[src/rtl/intr_arb.sv]
// Interrupt priority arbiter: offers the highest-level eligible device request to the CPU, acks on cpu_iack.
// Build option INTR_ARB_RR_EN: round-robin tie-break among equal-level requests (default: lowest index wins).
module intr_arb #(
  parameter int NDEV         = 4,
  parameter int DROP_TIMEOUT = 15
) (
  input  logic              clk,
  input  logic              reset,
  input  logic [NDEV-1:0]   dev_req,
  input  logic [3*NDEV-1:0] dev_ipl,
  input  logic [8*NDEV-1:0] dev_vector,
  input  logic [2:0]        cpu_pri,
  input  logic              cpu_iack,
  output logic              interrupt,
  output logic [7:0]        interrupt_ipl,
  output logic [7:0]        vector,
  output logic [NDEV-1:0]   dev_ack,
  output logic              timeout_err
);

  localparam int IW = (NDEV > 1) ? $clog2(NDEV) : 1;
  localparam int TW = (DROP_TIMEOUT > 1) ? $clog2(DROP_TIMEOUT + 1) : 1;

  typedef enum logic [1:0] {IDLE, OFFER, WAIT_DROP} state_t;

  state_t          state;
  logic [2:0]      lvl [NDEV];
  logic [NDEV-1:0] elig;
  logic            any_elig;
  logic [2:0]      best_lvl;
  logic [IW-1:0]   best_idx;
  logic [7:0]      best_vec;
  logic            found;
  logic [IW-1:0]   win_idx;
  logic [2:0]      win_lvl;
  logic [TW-1:0]   timer;
`ifdef INTR_ARB_RR_EN
  logic [IW-1:0]   ptr;
`endif

  // NOTE: every combinational output gets a default before any conditional
  // assignment, so no path leaves a value held and no latch is inferred.
  always_comb begin
    int start;
    int k;
    elig     = '0;
    best_lvl = '0;
    best_idx = '0;
    best_vec = '0;
    found    = 1'b0;
    k        = 0;
`ifdef INTR_ARB_RR_EN
    start = int'(ptr);
`else
    start = 0;
`endif
    for (int i = 0; i < NDEV; i++) begin
      lvl[i]  = dev_ipl[3*i +: 3];
      elig[i] = dev_req[i] && (lvl[i] != 3'd0) && (lvl[i] > cpu_pri);
      if (elig[i] && lvl[i] > best_lvl) best_lvl = lvl[i];
    end
    // Among devices at the top level, take the first one found from the search start.
    for (int j = 0; j < NDEV; j++) begin
      k = (start + j) % NDEV;
      if (!found && elig[k] && lvl[k] == best_lvl) begin
        found    = 1'b1;
        best_idx = IW'(k);
        best_vec = dev_vector[8*k +: 8];
      end
    end
    any_elig = |elig;
  end

  // NOTE: all state in this block uses non-blocking assignments so every
  // register samples pre-edge values regardless of statement order.
  always_ff @(posedge clk) begin
    if (!reset) begin
      state         <= IDLE;
      interrupt     <= 1'b0;
      interrupt_ipl <= '0;
      vector        <= '0;
      dev_ack       <= '0;
      timeout_err   <= 1'b0;
      win_idx       <= '0;
      win_lvl       <= '0;
      timer         <= '0;
`ifdef INTR_ARB_RR_EN
      ptr           <= '0;
`endif
    end else begin
      dev_ack <= '0;
      case (state)
        IDLE: begin
          if (any_elig) begin
            win_idx       <= best_idx;
            win_lvl       <= best_lvl;
            interrupt     <= 1'b1;
            interrupt_ipl <= 8'b1 << best_lvl;
            vector        <= best_vec;
            state         <= OFFER;
          end
        end
        OFFER: begin
          if (cpu_iack) begin
            // The device latched when iack was sampled is the one granted.
            dev_ack[win_idx] <= 1'b1;
            interrupt        <= 1'b0;
            interrupt_ipl    <= '0;
            vector           <= '0;
            timer            <= '0;
            state            <= WAIT_DROP;
`ifdef INTR_ARB_RR_EN
            ptr <= (win_idx == IW'(NDEV - 1)) ? '0 : win_idx + 1'b1;
`endif
          end else if (!any_elig) begin
            interrupt     <= 1'b0;
            interrupt_ipl <= '0;
            vector        <= '0;
            state         <= IDLE;
          end else if (!elig[win_idx] || best_lvl > win_lvl) begin
            win_idx       <= best_idx;
            win_lvl       <= best_lvl;
            interrupt_ipl <= 8'b1 << best_lvl;
            vector        <= best_vec;
          end
        end
        WAIT_DROP: begin
          if (!dev_req[win_idx]) begin
            state <= IDLE;
          end else if (timer == TW'(DROP_TIMEOUT - 1)) begin
            timeout_err <= 1'b1;
            state       <= IDLE;
          end else begin
            timer <= timer + 1'b1;
          end
        end
        default: state <= IDLE;
      endcase
    end
  end

endmodule

[config.mk]
export PLATFORM = sky130hd
export DESIGN_NAME = intr_arb
export DESIGN_NICKNAME = d
export VERILOG_FILES = /design/src/rtl/intr_arb.sv
export SDC_FILE = /design/constraint.sdc
export NUM_CORES = 1
export LEC_CHECK = 0
export BUFFER_PORTS_ARGS = -buffer_cell sky130_fd_sc_hd__buf_2
export CORE_UTILIZATION = 56
export CTS_BUF_LIST = sky130_fd_sc_hd__clkbuf_4 sky130_fd_sc_hd__clkbuf_8
export CTS_CLUSTER_DIAMETER = 120
export DETAILED_ROUTE_END_ITERATION = 12
export PLACE_DENSITY = 0.84
export SLEW_MARGIN = 30
export SYNTH_ARGS = -nofsm -noshare
export SYNTH_HDL_FRONTEND = slang
export SYNTH_SLANG_ARGS = --single-unit
[constraint.sdc]
create_clock -name clk -period 21.4 [get_ports clk]
set_input_delay 1.07 -clock clk [delete_from_list [all_inputs] [get_ports clk]]
set_output_delay 1.07 -clock clk [all_outputs]
set_load 0.02 [all_outputs]
==> flow_summary.json, run 1 <==
{
  "synthMuxAreaShare_pct": 7.85,
  "yosys.area_share.simple_pct": 25.2,
  "layout_commonest_cell": "buf_2",
  "remaining_drc_errors": 0,
  "grt_pass1_wl_microns": 12400,
  "antenna_found_initial": 0,
  "final_cell_mix": "75 x buf_2, 38 x nand2_1, 33 x dfxtp_1",
  "synthesis.area_sq_um": 2920,
  "diodes": 0,
  "yosys_warnings": 0,
  "vias_per_cell": 6.16,
  "synth_cell_types": 71,
  "cts_buffers": 5,
  "irDropWorstVdd_mv": 0.0276,
  "synth_top_flop_cell": "dfxtp_1",
  "critical_path.endpoint_type": "flop",
  "cap_viol_max_count": 0,
  "via_count": 3082,
  "finalInstanceArea_sq_um": 3410,
  "core_sq_um": 4880,
  "final_util_pct": 69.9,
  "ant_nets": 0,
  "area_delta_synth_final_pct": 17.0,
  "hold_viol_final": 0,
  "die-area_sq_um": 5500,
  "synth_edf_count": 0,
  "setup_violations": 0,
  "rsz0062_at_grt": "no",
  "synth-seq-cells": 33,
  "clk_pin_slew_ns": 0.07,
  "multi_input_area_sq_um": 2080,
  "routabilityCongestion": 1.02,
  "drive_above_1_share_pct": 25.2,
  "min_path_type": "reg2reg",
  "io_buffer_count": 75,
  "cts.repair.resized": 0,
  "max_freq_mhz": 118,
  "holdBufCountCts": 0,
  "rows": 25,
  "synth_fp_nets": 439,
  "wl_microns": 7710,
  "final-max-slew-violation-count": 0,
  "synth-compound-area-share_pct": 26.3,
  "dr.pass1.iters": 5,
  "crit_required_ns": 21.60,
  "grt_pass1_vias": 2763,
  "cts_sinks": 33,
  "start_kind": "input port",
  "overflow": 0,
  "cts_max_level": 2,
  "n_fill_cell": 420,
  "cts_tree": "built",
  "ys_async_sr_fraction_pct": 0,
  "outcome": "complete, no violations",
  "synth_xor_area_share_pct": 1.80,
  "cts-root-buf": "clkbuf_8",
  "slew_headroom_pct": 49.7,
  "synthAdderAreaFrac_pct": 10.3,
  "cp_slowest_cell": "o21ai_0",
  "synth_cells": 361,
  "start_util_pct": 59.8,
  "worstPathArrival_ns": 8.66,
  "worstPathMaxFanout": 15,
  "timing.final.crit_share_pct": 39.5,
  "tightest_slew_ns": 0.745,
  "grt_max_degree": 16,
  "cpMostUsedCell": "ha_1",
  "dieWidth_microns": 74.2,
  "syn_area_per_cell_sq_um": 8.08,
  "die_h_microns": 74.2,
  "drt-initial-drc-count": 138,
  "max_stage_delay_ns": 0.56,
  "synth_top_family_by_area": "compound AO/OA/AOI/OAI gates",
  "clk_latency_ns": 0.28,
  "worstSetupPathType": "in2reg",
  "hpwlAfterDp_microns": 6070,
  "tns_ns": 0,
  "leakage_nw": 1.59,
  "grt_usage_pct": 28.9,
  "yosysSeqAreaShare_pct": 22.6,
  "clk_path_buf_depth": 2,
  "io_pins": 76,
  "placed_cell_area_sq_um": 3330,
  "regArea_sq_um": 661,
  "postCtsSetupRepairBufs": 0,
  "powerDensity_nw_per_um2": 58.5,
  "min_period_ns": 8.46,
  "skew_ns": 0.00572,
  "wl_per_cell_microns": 15.4,
  "nets": 510
}
[worst max-delay path, delay by kind of cell]
kind	cells	cell delay, ns
adder cells (fa/ha/maj)	5	1.66
buffers and inverters	2	0.18
AO/OA/AOI/OAI	15	3.21
AND/OR/NAND/NOR	12	2.55
[flip-flops by register name, indices dropped and copies added (netlist names)]
name	count
state	2
dev_ack	4
interrupt_ipl	8
interrupt	1
vector	8
win_lvl	3
win_idx	2
timer	4
timeout_err	1
[stage by stage]
stage	hold slack [ns]	std cells	power, mW	setup WS, ns
4_1_cts	0.466	500	0.199	13.14
6_report	0.460	500	0.200	12.94
5_1_grt	0.490	500	0.213	12.23
3_5_place_dp	0.452	492	0.154	12.90
2_1_floorplan	0.473	361	0.133	13.92
3_3_place_gp	0.434	492	0.151	13.26
[logic make-up (layout without fill, tap and decap cells)]
family / Yosys count / after routing
xor gates and xnor gates: 6 / 6
DFF: 33 / 33
and+or+nand+nor: 137 / 137
buffers and inverters: 43 / 115
muxes: 20 / 20
adders and majority gates: 24 / 24
AOI/OAI and AO/OA: 98 / 98
[path summary, 6_finish.rpt]
check	from	end	slack [ns]	cells after the start
setup / recovery	cpu_pri[2]	vector[3]	12.94	34
hold / removal	interrupt_ipl[6]	interrupt_ipl[6]	0.46	2
setup reg to reg	win_lvl[1]	vector[3]	18.92	10
hold reg to reg	interrupt_ipl[6]	interrupt_ipl[6]	0.46	2
[routing by layer]
layer	vias up	global-route usage [%]	part of all wire, %
met2	135	48.5	49
met3	18	4.88	6.2
met4	0	11.3	2.1
met1	1449	36.9	43
met5	-	0	0
li1	1480	-	-
[final cells by class]
type                       instances  area share [%]
clock buffer                       5            2.02
clock inverter                     3           0.513
inverter                          31            3.41
multi-input combinational        285            61.0
sequential                        33            19.4
tap                               67            2.46
timing repair buffer              76            11.2
[synthesized netlist by cell type (4+ instances only)]
master	count	share of area, %
nand4_1	8	1.7
and2_1	6	1.3
dfxtp_1	33	23
o21a_1	6	1.5
o21ai_0	15	2.6
nor2_1	29	3.7
buf_2	4	0.69
a21o_1	4	1.0
xnor2_1	4	1.2
o211ai_1	5	1.3
a21oi_1	14	2.4
clkbuf_1	6	0.77
o221ai_1	6	1.8
nor3_1	5	0.86
nand2_1	38	4.9
nand3_1	10	1.7
nor2b_1	7	1.5
ha_1	24	10
inv_1	31	4.0
a31oi_1	5	1.1
mux2i_1	17	5.8
and3_1	7	1.5
[report_power, final]
part | total (mW) | switching (mW) | internal (mW)
sequential | 0.0699 | 0.00377 | 0.0661
combinational | 0.0844 | 0.0512 | 0.0332
clock | 0.0455 | 0.0231 | 0.0224
total | 0.200 | 0.0780 | 0.122
Note: power is estimated with default switching activity, not from simulation.
==> run 2: changes to the inputs <==
--- a/config.mk
+++ b/config.mk
@@ -6,11 +6,11 @@
 export NUM_CORES = 1
 export LEC_CHECK = 0
 export BUFFER_PORTS_ARGS = -buffer_cell sky130_fd_sc_hd__buf_2
-export CORE_UTILIZATION = 56
+export CORE_UTILIZATION = 50
 export CTS_BUF_LIST = sky130_fd_sc_hd__clkbuf_4 sky130_fd_sc_hd__clkbuf_8
 export CTS_CLUSTER_DIAMETER = 120
 export DETAILED_ROUTE_END_ITERATION = 12
-export PLACE_DENSITY = 0.84
+export PLACE_DENSITY = 0.79
 export SLEW_MARGIN = 30
 export SYNTH_ARGS = -nofsm -noshare
 export SYNTH_HDL_FRONTEND = slang
==> constraint.sdc (replaced) <==
create_clock -name clk -period 7.59 [get_ports clk]
set_input_delay 0.3795 -clock clk [delete_from_list [all_inputs] [get_ports clk]]
set_output_delay 0.3795 -clock clk [all_outputs]
set_load 0.02 [all_outputs]
==> flow_summary.json, run 2 (synthesis gave the netlist of run 1 again) <==
{
  "power_frac_comb_pct": 43.2,
  "use_met3_pct": 2.91,
  "irDropWorstVdd_mv": 0.103,
  "grt_pass1_vias": 2761,
  "wl_per_cell_microns": 15.7,
  "leakage_nw": 1.61,
  "finalNonFillerCells": 508,
  "drive_above_1_share_pct": 26.8,
  "seqPwrFrac_pct": 34.3,
  "io_pins": 76,
  "critical_path.endpoint_type": "flop",
  "min_path_type": "in2reg",
  "cts_buffers": 5,
  "crit_buf_inv": 3,
  "cts.repair.resized": 0,
  "final_util_pct": 62.5,
  "worstPathMaxFanout": 15,
  "cts_sinks": 33,
  "hp-start": "dev_vector[31]",
  "outcome": "complete, no violations",
  "min_period_ns": 7.03,
  "timing.final.crit_share_pct": 92.7,
  "p_clk_share_pct": 22.4,
  "crit_path_start": "cpu_pri[2]",
  "ant_nets": 0,
  "switching_share_pct": 39.2,
  "wl_microns": 7970,
  "holdBufCountCts": 0,
  "nets": 513,
  "grt_util_met2_pct": 44.9,
  "grt_max_degree": 16,
  "area_delta_synth_final_pct": 19.4,
  "overflow": 0,
  "grt.busiest_layer": "met2",
  "powerDensity_nw_per_um2": 165,
  "max_stage_delay_ns": 0.52,
  "remaining_drc_errors": 0,
  "hpwlAfterDp_microns": 6200,
  "layout_commonest_cell": "buf_2",
  "cts_tree": "built",
  "cp_top_family": "compound AO/OA/AOI/OAI gates",
  "grt_pass1_wl_microns": 12600,
  "clk_pin_slew_ns": 0.07,
  "cts_max_level": 2,
  "crit_required_ns": 7.79,
  "max_freq_mhz": 142,
  "vias_per_cell": 6.00,
  "cap_viol_max_count": 0,
  "cts-root-buf": "clkbuf_8",
  "rows": 27,
  "final-max-slew-violation-count": 0,
  "p_sw_mw": 0.225,
  "drt-initial-drc-count": 137,
  "dr.pass1.iters": 4,
  "worstSetupPathType": "in2reg",
  "via_count": 3050,
  "io_buffer_count": 75,
  "setup_violations": 0,
  "postCtsSetupRepairBufs": 0,
  "routabilityCongestion": 0.938,
  "n_fill_cell": 513,
  "dieWidth_microns": 78.4,
  "clk_path_buf_depth": 2,
  "start_util_pct": 52.3,
  "die-area_sq_um": 6140,
  "grt_usage_pct": 25.8,
  "diodes": 0,
  "tightest_slew_ns": 0.652,
  "clk_latency_ns": 0.28,
  "core_sq_um": 5570,
  "largestRegisters": "interrupt_ipl (8), vector (8)",
  "dp_cells": 500,
  "die_h_microns": 78.4,
  "worstPathArrival_ns": 7.24,
  "slew_headroom_pct": 56.0,
  "reg2reg_from": "win_lvl[1]",
  "final_cell_mix": "75 x buf_2, 37 x nand2_1, 33 x dfxtp_1",
  "cp_slowest_cell": "mux2i_2",
  "hold_viol_final": 0,
  "start_kind": "input port",
  "cpMostUsedCell": "ha_1",
  "p_int_mw": 0.350,
  "skew_ns": 0.00357,
  "antenna_found_initial": 0,
  "use_met1_pct": 32.1
}
-- run 2: layer usage --
layer,vias to the layer above,share of wire [%]
met5,-,0
met4,0,3.2
met3,27,5.2
met2,111,49
met1,1423,43
li1,1489,-
-- run 2: worst register-to-register path, stage by stage (launching register included) --
cell     delay (ns)
dfxtp_1        0.33
inv_1          0.05
ha_1           0.29
a21o_1         0.11
a21oi_1        0.06
a31oi_1        0.14
nor2_1         0.08
o21ai_0        0.21
and2_4         0.27
nand2_1        0.20
o31ai_1        0.27
-- run 2: power by group through the flow --
| stage | sequential (mW) | combinational [mW] | clock [mW] |
|---|---|---|---|
| 3_3_place_gp | 0.201 | 0.230 | 0 |
| 2_1_floorplan | 0.207 | 0.167 | 0 |
| 6_report | 0.198 | 0.249 | 0.129 |
| 3_5_place_dp | 0.201 | 0.237 | 0 |
| 4_1_cts | 0.197 | 0.238 | 0.131 |
| 5_1_grt | 0.199 | 0.275 | 0.137 |
-- run 2: path summary, 6_finish.rpt --
path	to	slack [ns]	cells past startpoint
worst max-delay path	vector[3]	0.56	33
worst min-delay path	vector[7]	0.34	3
worst max register to register	vector[3]	5.50	10
worst min register to register	interrupt_ipl[6]	0.46	2
-- run 2: final cells by class --
type,count,area (sq um),area share [%]
inverters,31,116,3.34
flip-flops and latches,33,661,19.0
well taps,72,90.1,2.59
repair buffers,79,405,11.6
clock buffers,5,68.8,1.97
multi-input cells,285,2130,61.0
clock inverters,3,17.5,0.503
-- run 2: through the flow --
| stage | total power [mW] | setup TNS (ns) | setup WS [ns] | hold WS, ns | area, sq um |
|---|---|---|---|---|---|
| 2_1_floorplan | 0.374 | 0 | 0.798 | 0.473 | 2920 |
| 3_3_place_gp | 0.431 | 0 | 0.344 | 0.437 | 3360 |
| 3_5_place_dp | 0.438 | -0.0352 | -0.0352 | 0.445 | 3360 |
| 4_1_cts | 0.567 | 0 | 0.290 | 0.330 | 3440 |
| 5_1_grt | 0.610 | -0.0226 | -0.0226 | 0.366 | 3480 |
| 6_report | 0.575 | 0 | 0.556 | 0.342 | 3480 |
==> run 3: changes to the inputs <==
--- a/config.mk
+++ b/config.mk
@@ -10,6 +10,7 @@
 export CTS_BUF_LIST = sky130_fd_sc_hd__clkbuf_4 sky130_fd_sc_hd__clkbuf_8
 export CTS_CLUSTER_DIAMETER = 120
 export DETAILED_ROUTE_END_ITERATION = 12
+export GPL_TIMING_DRIVEN = 0
 export PLACE_DENSITY = 0.79
 export SLEW_MARGIN = 30
 export SYNTH_ARGS = -nofsm -noshare
==> flow_summary.json, run 3 (synthesis gave the netlist of run 1 again) <==
{
  "outcome": "complete, no violations",
  "grt_pass1_vias": 2782,
  "diodes": 0,
  "whs_path_depth": 3,
  "irDropWorstVdd_mv": 0.118,
  "dp_cells": 508,
  "finalNonFillerCells": 521,
  "die-area_sq_um": 6140,
  "via_count": 3089,
  "p_sw_mw": 0.231,
  "largestRegisters": "interrupt_ipl (8), vector (8)",
  "area_delta_synth_final_pct": 25.8,
  "cts_tree": "built",
  "layout_commonest_cell": "buf_2",
  "setup_slack_ns": 0.297,
  "hp-start": "dev_vector[26]",
  "cts_sinks": 33,
  "p_int_mw": 0.408,
  "nets": 526,
  "remaining_drc_errors": 0,
  "power_mw": 0.639,
  "hold_viol_final": 0,
  "tightest_slew_ns": 0.707,
  "min_period_ns": 7.29,
  "min_path_type": "in2reg",
  "leakage_nw": 1.69,
  "placed_cell_area_sq_um": 3380,
  "regArea_sq_um": 661,
  "io_pins": 76,
  "drive_above_1_share_pct": 30.3,
  "timing.final.crit_share_pct": 96.1,
  "clk_latency_ns": 0.28,
  "start_kind": "input port",
  "reg2reg_from": "win_lvl[1]",
  "dr.pass1.iters": 4,
  "cpMostUsedCell": "ha_1",
  "cts_max_level": 2,
  "final-max-slew-violation-count": 0,
  "final_util_pct": 65.9,
  "core_sq_um": 5570,
  "grt_pass1_wl_microns": 12600,
  "cts_buffers": 5,
  "ant_nets": 0,
  "drt-initial-drc-count": 132,
  "antenna_found_initial": 0,
  "n_fill_cell": 488,
  "worstHoldEndpoint": "vector[2]",
  "pre_cts_ws_ns": -0.533,
  "worstSetupPathType": "in2reg",
  "wl_per_cell_microns": 15.8,
  "cts-root-buf": "clkbuf_8",
  "final_cell_mix": "78 x buf_2, 36 x nand2_1, 33 x dfxtp_1",
  "multi_input_area_sq_um": 2200,
  "max_stage_delay_ns": 0.49,
  "setup_violations": 0,
  "seqPwrFrac_pct": 30.8,
  "clk_pin_slew_ns": 0.07,
  "skew_ns": 0.00321,
  "powerDensity_nw_per_um2": 174,
  "die_h_microns": 78.4,
  "timing.rr.end": "vector[3]",
  "grt_usage_pct": 25.5,
  "worstPathArrival_ns": 7.45,
  "cap_viol_max_count": 0,
  "io_buffer_count": 75,
  "slew_headroom_pct": 52.3,
  "switching_share_pct": 36.2,
  "crit_required_ns": 7.75,
  "critical_path.endpoint_type": "flop",
  "tns_ns": 0,
  "start_util_pct": 52.3,
  "power_frac_comb_pct": 42.0,
  "vias_per_cell": 5.93,
  "max_freq_mhz": 137,
  "reg2reg_depth": 11,
  "rows": 27,
  "grt_max_degree": 12,
  "clk_path_buf_depth": 2,
  "hpwlAfterDp_microns": 6170,
  "worstPathMaxFanout": 11,
  "cp_slowest_cell": "mux2i_2",
  "p_clk_share_pct": 27.1,
  "routabilityCongestion": 0.907,
  "finalInstanceArea_sq_um": 3670,
  "overflow": 0,
  "wl_microns": 8250,
  "r2r_slack_ns": 5.27,
  "timing.hold.ws_ns": 0.330,
  "dieWidth_microns": 78.4
}
run 3: how the worst max path moves through the flow:
stage               depth (start not counted)  slack, ns       start         end
global route                               38      -0.12  cpu_pri[2]   vector[3]
CTS                                        37       0.07  cpu_pri[2]  win_idx[0]
global placement                           37      -0.37  cpu_pri[2]   vector[3]
floorplan                                  37       0.80  cpu_pri[2]   vector[3]
finish                                     34       0.30  cpu_pri[2]   vector[3]
detailed placement                         40      -0.53  cpu_pri[2]   vector[6]
run 3: layer usage:
| layer | vias up | GRT usage (%) | routed length (microns) |
|---|---|---|---|
| met5 | - | 0 | 0 |
| met1 | 1439 | 31.9 | 3530 |
| met4 | 0 | 8.15 | 220 |
| met2 | 112 | 45.5 | 4120 |
| met3 | 23 | 2.79 | 386 |
| li1 | 1515 | - | - |
run 3: power groups by stage:
| stage | Combinational (mW) | Sequential [mW] | Clock (mW) |
|---|---|---|---|
| finish | 0.269 | 0.197 | 0.173 |
| CTS | 0.240 | 0.197 | 0.174 |
| floorplan | 0.167 | 0.207 | 0 |
| global placement | 0.232 | 0.200 | 0 |
| detailed placement | 0.238 | 0.201 | 0 |
| global route | 0.294 | 0.198 | 0.182 |
run 3: cell type report:
cell class / instances / share of cell area, %
Clock inverter: 1 / 0.818
Sequential cell: 33 / 18.0
Tap cell: 72 / 2.45
Multi-Input combinational cell: 285 / 59.9
Buffer: 9 / 1.33
Clock buffer: 7 / 2.45
Timing Repair Buffer: 83 / 11.9
Inverter: 31 / 3.17
run 3: repair_timing:
item,in CTS,in global routing
buffers inserted,0,8
pin swaps,0,3
setup endpoints to repair,20,21
gates resized for setup,3,19
hold buffers,0,0
run 3: worst max-delay path, delay by kind of cell:
kind                     cells  cell delay, ns
AO/OA/AOI/OAI               14            2.89
adder cells (fa/ha/maj)      5            1.64
AND/OR/NAND/NOR              9            1.33
buffers and inverters        5            0.70
multiplexers                 1            0.49
